`src/rtl/p11_phy_tx.sv`:
```
// USB 2.0 full-speed transmit PHY: SYNC, LSB-first bit stuffing, NRZI and EOP onto dp/dn.
// Optional packet abort input tx_abort_i is built only when P11_PHY_TX_ABORT_EN is defined.
module p11_phy_tx #(
  parameter int BIT_SAMPLES = 4
) (
  input  logic       clk_i,
  input  logic       rst_i,
  input  logic [7:0] tx_data_i,
  input  logic       tx_valid_i,
`ifdef P11_PHY_TX_ABORT_EN
  input  logic       tx_abort_i,
`endif
  output logic       tx_ready_o,
  output logic       tx_en_o,
  output logic       dp_tx_o,
  output logic       dn_tx_o
);

  localparam int               CNT_W    = $clog2(BIT_SAMPLES);
  localparam logic [CNT_W-1:0] CNT_LAST = CNT_W'(BIT_SAMPLES - 1);

  typedef enum logic [2:0] {
    ST_IDLE  = 3'd0,
    ST_SYNC  = 3'd1,
    ST_DATA  = 3'd2,
    ST_EOP   = 3'd3,
    ST_J     = 3'd4,
    ST_ABORT = 3'd5
  } state_t;

  state_t           state_r;
  logic [CNT_W-1:0] cnt_r;
  logic [7:0]       shift_r;
  logic [3:0]       left_r;
  logic [2:0]       stuff_cnt_r;
  logic             stuffed_r;
  logic             line_r;
`ifdef P11_PHY_TX_ABORT_EN
  logic             abort_req_r;
`endif

  logic             strobe_s;
  logic             load_s;
  logic [3:0]       eff_left_s;
  logic [7:0]       eff_shift_s;
  logic             data_line_s;
  logic             abort_s;
  logic [CNT_W-1:0] cnt_next_s;

  function automatic logic nrzi_next(input logic level, input logic data_bit);
    return data_bit ? level : ~level;
  endfunction

  // Bit strobe, byte-load decision and the next NRZI level for the upcoming data bit.
  always_comb begin
    strobe_s    = (cnt_r == CNT_LAST);
    cnt_next_s  = strobe_s ? '0 : (cnt_r + CNT_W'(1));
    // left_r==0 on a data (non-stuffed) symbol marks the end of SYNC or of a byte
    load_s      = (left_r == 4'd0) && !stuffed_r && tx_valid_i;
    eff_left_s  = load_s ? 4'd8 : left_r;
    eff_shift_s = load_s ? tx_data_i : shift_r;
    data_line_s = nrzi_next(line_r, eff_shift_s[0]);
`ifdef P11_PHY_TX_ABORT_EN
    abort_s     = abort_req_r || tx_abort_i;
`else
    abort_s     = 1'b0;
`endif
  end

  // Transmit state machine with registered line drive and handshake outputs.
  always_ff @(posedge clk_i) begin
    if (rst_i) begin
      state_r     <= ST_IDLE;
      cnt_r       <= '0;
      shift_r     <= 8'h00;
      left_r      <= 4'd0;
      stuff_cnt_r <= 3'd0;
      stuffed_r   <= 1'b0;
      line_r      <= 1'b1;
      tx_ready_o  <= 1'b0;
      tx_en_o     <= 1'b0;
      dp_tx_o     <= 1'b1;
      dn_tx_o     <= 1'b0;
`ifdef P11_PHY_TX_ABORT_EN
      abort_req_r <= 1'b0;
`endif
    end else begin
      tx_ready_o <= 1'b0;
      case (state_r)
        ST_IDLE: begin
          cnt_r       <= '0;
          stuffed_r   <= 1'b0;
          stuff_cnt_r <= 3'd0;
          if (tx_valid_i) begin
            // first SYNC bit (a 0) goes out now; the remaining seven are 0000001 LSB-first
            state_r <= ST_SYNC;
            tx_en_o <= 1'b1;
            line_r  <= 1'b0;
            dp_tx_o <= 1'b0;
            dn_tx_o <= 1'b1;
            shift_r <= 8'h40;
            left_r  <= 4'd7;
          end else begin
            tx_en_o <= 1'b0;
            line_r  <= 1'b1;
            dp_tx_o <= 1'b1;
            dn_tx_o <= 1'b0;
            shift_r <= 8'h00;
            left_r  <= 4'd0;
          end
        end
        ST_SYNC, ST_DATA: begin
          cnt_r <= cnt_next_s;
`ifdef P11_PHY_TX_ABORT_EN
          abort_req_r <= (abort_req_r || tx_abort_i) && !strobe_s;
`endif
          if (strobe_s) begin
            if (abort_s) begin
              state_r   <= ST_ABORT;
              left_r    <= 4'd6;
              stuffed_r <= 1'b0;
            end else if (stuff_cnt_r == 3'd6) begin
              line_r      <= ~line_r;
              dp_tx_o     <= ~line_r;
              dn_tx_o     <= line_r;
              stuff_cnt_r <= 3'd0;
              stuffed_r   <= 1'b1;
              shift_r     <= eff_shift_s;
              left_r      <= eff_left_s;
              tx_ready_o  <= load_s;
              if (load_s) state_r <= ST_DATA;
            end else if (eff_left_s == 4'd0) begin
              state_r   <= ST_EOP;
              line_r    <= 1'b1;
              dp_tx_o   <= 1'b0;
              dn_tx_o   <= 1'b0;
              left_r    <= 4'd1;
              stuffed_r <= 1'b0;
            end else begin
              line_r      <= data_line_s;
              dp_tx_o     <= data_line_s;
              dn_tx_o     <= ~data_line_s;
              shift_r     <= {1'b0, eff_shift_s[7:1]};
              left_r      <= eff_left_s - 4'd1;
              stuffed_r   <= 1'b0;
              stuff_cnt_r <= eff_shift_s[0] ? (stuff_cnt_r + 3'd1) : 3'd0;
              tx_ready_o  <= load_s;
              if (load_s) state_r <= ST_DATA;
            end
          end
        end
`ifdef P11_PHY_TX_ABORT_EN
        ST_ABORT: begin
          cnt_r       <= cnt_next_s;
          abort_req_r <= 1'b0;
          if (strobe_s) begin
            if (left_r != 4'd0) begin
              left_r <= left_r - 4'd1;
            end else begin
              state_r <= ST_EOP;
              dp_tx_o <= 1'b0;
              dn_tx_o <= 1'b0;
              left_r  <= 4'd1;
            end
          end
        end
`endif
        ST_EOP: begin
          cnt_r <= cnt_next_s;
          if (strobe_s) begin
            if (left_r != 4'd0) begin
              left_r <= left_r - 4'd1;
            end else begin
              state_r <= ST_J;
              line_r  <= 1'b1;
              dp_tx_o <= 1'b1;
              dn_tx_o <= 1'b0;
            end
          end
        end
        ST_J: begin
          cnt_r <= cnt_next_s;
          if (strobe_s) begin
            state_r <= ST_IDLE;
            tx_en_o <= 1'b0;
          end
        end
        default: begin
          state_r <= ST_IDLE;
          cnt_r   <= '0;
          line_r  <= 1'b1;
          tx_en_o <= 1'b0;
          dp_tx_o <= 1'b1;
          dn_tx_o <= 1'b0;
        end
      endcase
    end
  end

endmodule
```
`config.mk`:
```
export PLATFORM = sky130hd
export DESIGN_NAME = p11_phy_tx
export DESIGN_NICKNAME = d
export VERILOG_FILES = /design/src/rtl/p11_phy_tx.sv
export SDC_FILE = /design/constraint.sdc
export NUM_CORES = 1
export LEC_CHECK = 0
export CORE_ASPECT_RATIO = 1.2
export CORE_UTILIZATION = 30
export DETAILED_ROUTE_END_ITERATION = 7
export PLACE_DENSITY = 0.44
export SKIP_LAST_GASP = 1
export SLEW_MARGIN = 20
export SYNTH_ARGS = -nofsm -noshare
export SYNTH_HDL_FRONTEND = slang
export SYNTH_SLANG_ARGS = --single-unit
```
`constraint.sdc`:
```
create_clock -name clk_i -period 3.13 [get_ports clk_i]
set_input_delay 0.7825 -clock clk_i [delete_from_list [all_inputs] [get_ports clk_i]]
set_output_delay 0.7825 -clock clk_i [all_outputs]
set_load 0.01 [all_outputs]
```
==> impl_metrics.env <==
export IMPL_status="finished clean"
export IMPL_rows=30
export IMPL_yosysWarnings=0
export IMPL_synthAdderAreaFrac_pct=2.86
export IMPL_gp_congestion=0.794
export IMPL_synth_enable_flop_cells=0
export IMPL_holdBufCountCts=0
export IMPL_grt_pass1_wl_mm=8.13
export IMPL_async_flop_share_pct=0
export IMPL_fin_area_um2=1970
export IMPL_p_per_area_nw_per_um2=856
export IMPL_synth_top_cell_by_area="dfxtp_1"
export IMPL_h_tree_depth=1
export IMPL_nets=237
export IMPL_num_antenna_cells=0
export IMPL_post_cts_buffers=0
export IMPL_antenna_left=0
export IMPL_path_depth=6
export IMPL_area_delta_synth_final_pct=12.4
export IMPL_cts_max_path_buffers=2
export IMPL_hold_depth=1
export IMPL_dr_pass1_iters=4
export IMPL_initial_core_util_pct=31.1
export IMPL_r2r_cells=7
export IMPL_die_area_um2=6140
export IMPL_wl_per_cell_um=16.9
export IMPL_ys_seq_area_share_pct=29.8
export IMPL_slowest_stage="clkdlybuf4s50_1"
export IMPL_synth_cell_area_um2=1750
export IMPL_clock_latency_ps=270
export IMPL_drc_errors=0
export IMPL_clockRootBuffer="clkbuf_8"
export IMPL_syn_nets=226
export IMPL_max_stage_delay_ps=540
export IMPL_drtIter0Drc=145
export IMPL_dp_hpwl_mm=3.53
export IMPL_ys_ff_latch=26
export IMPL_required_ps=3290
export IMPL_worst_setup_path_type="in -> reg"
export IMPL_die_y_um=85.6
export IMPL_rsz0062_at_grt="false"
export IMPL_worst_path_max_fanout=8
export IMPL_yosysTopAreaCellShare_pct=29.8
export IMPL_setup_viol=0
export IMPL_fin_setup_tns_ps=0
export IMPL_cp_start_kind="input pin"
export IMPL_worst_ep_arrival_time_ps=2600
export IMPL_ys_flop_type="dfxtp_1"
export IMPL_max_slew_margin_pct=63.9
export IMPL_grt_use_total_pct=16.8
export IMPL_synth_area_per_cell_um2=8.29
export IMPL_dieWidth_um=71.7
export IMPL_viasPerCell=5.69
export IMPL_num_vias=1617
export IMPL_leakage_nw=0.734
export IMPL_worstMarginPinSlew_ps=542
export IMPL_hold_path_class="reg -> reg"
export IMPL_synthMuxAreaShare_pct=3.86
export IMPL_cts_sinks=26
export IMPL_core_area_um2=5630
export IMPL_worst_path_buf_inv=1
export IMPL_cts_buffers=3
export IMPL_grt_overflow=0
export IMPL_place_area_um2=1920
export IMPL_cts_resized=0
export IMPL_path_cells="clkdlybuf4s50_1 -> nand2b_1 -> nor2_4 -> mux2_2 -> nor2b_1 -> a221o_1"
export IMPL_port_buffers=14
export IMPL_cts_tree="yes"
export IMPL_endpoint_kind="flop"
export IMPL_antenna_found_initial=0
export IMPL_vdd_ir_drop_max_mv=0.217
export IMPL_synth_top_family_by_area="compound AO/OA/AOI/OAI gates"
export IMPL_hold_ws_ps=443
export IMPL_boundaryPins=15
export IMPL_hold_viol=0
export IMPL_synth_compound_area_share_pct=31.8
export IMPL_drt_wl_total_mm=4.79
export IMPL_final_util_pct=34.9
export IMPL_synth_area_top_cells="dfxtp_1 (30%), a21oi_1 (5.4%), nand2_1 (4.9%), ha_1 (2.9%), o21ai_0 (2.9%)"
export IMPL_grt_pass1_vias=1628
export IMPL_synthCells=211
export IMPL_synth_xor_xnor_area_share_pct=1.50
export IMPL_fin_crit_ps=2430
export IMPL_drive_gt1_share_pct=12.3
export IMPL_cp_top_family="simple AND/OR/NAND/NOR gates"
export IMPL_path_clk_slew_ps=90
export IMPL_grt_max_degree=16
export IMPL_cap_violations=0
export IMPL_max_freq_mhz=411
export IMPL_final_max_slew_viol_count=0
export IMPL_synthDistinctLibCells=60
export IMPL_clock_skew_ps=5.14
export IMPL_period_share_pct=77.7
export IMPL_yosys_area_share_simple_pct=23.8
==> synthesized netlist by cell type, drive strengths merged, types with 2 or more instances <==
library cell,count
a31o,5
clkbuf,5
nand2b,3
nor4,2
and3,4
buf,7
a31oi,3
o31ai,3
xor2,2
mux2,4
and2,3
nor3,5
a22o,4
inv,10
dfxtp,26
a211oi,4
nand2,24
nor2,12
a21oi,21
ha,4
nor3b,2
nand3,7
o21a,2
o21ai,15
o211ai,2
o221a,2
o22ai,3
nor2b,4
a221o,4
a2bb2oi,2
==> power by group <==
group / internal (mW) / switching [mW] / total, mW
Sequential: 0.403 / 0.124 / 0.527
Combinational: 0.404 / 0.557 / 0.962
Clock: 0.0863 / 0.109 / 0.195
Total: 0.893 / 0.790 / 1.68
==> metrics by stage <==
stage	instances	setup WS, ps	power (mW)
after floorplan	211	931	1.27
final	284	696	1.68
after detailed placement	281	405	1.50
after global placement	281	440	1.51
after CTS	284	691	1.71
after global routing	284	613	1.83
==> area by class of cell <==
cell class / count / area, um2
clock buffer: 3 / 41.3
fill: 619 / 3660
inverter: 10 / 37.5
multi-input combinational: 163 / 1120
sequential: 26 / 520
tap: 64 / 80.1
timing repair buffer: 18 / 170
==> kinds of logic (layout without fill, tap and decap cells) <==
logic type,after synthesis,count (layout)
adders and majority gates,4,4
buffers and inverters,22,31
muxes,5,5
xor gates and xnor gates,3,3
AOI/OAI and AO/OA,77,77
DFF,26,26
and+or+nand+nor,74,74
==> per-layer routing <==
metal / track usage (%) / part of all wire [%] / wire [um]
met1: 22.2 / 47 / 2240
met4: 4.81 / 1.0 / 48
met5: 0 / 0 / 0
met3: 2.23 / 2.9 / 140
met2: 28.6 / 49 / 2360
==> layout by cell type, fill, tap and decap left out, types with 4 or more instances in the layout <==
cell type        count
buf_4                4
a31o_1               4
o21ai_1              5
nand3_1              7
ha_1                 4
clkdlybuf4s50_1     14
nor3_1               4
dfxtp_1             26
o21ai_0             10
inv_1               10
a21oi_1             19
a211oi_1             4
nor2b_1              4
a221o_1              4
a22o_1               4
nand2_1             23
and3_1               4
nor2_1              11
==> final timing paths <==
kind / from / to / slack, ps
max: tx_valid_i / shift_r[5] / 700
min: cnt_r[0] / cnt_r[0] / 440
max reg2reg: left_r[0] / shift_r[5] / 710
min reg2reg: cnt_r[0] / cnt_r[0] / 440
==> registers in the layout, summed over array words and instances (netlist names) <==
name	flops
stuffed_r	1
tx_en_o	1
dn_tx_o	1
shift_r	8
left_r	4
cnt_r	2
dp_tx_o	1
tx_ready_o	1
stuff_cnt_r	3
line_r	1
state_r	3
==> worst register-to-register path, stage by stage (launching register included) <==
cell,delay (ps)
dfxtp_1,410
inv_1,130
ha_1,300
or3b_4,480
nor2_4,240
mux2_2,380
nor2b_1,130
a221o_1,250
No activity file was read; power rests on OpenSTA's default activity.
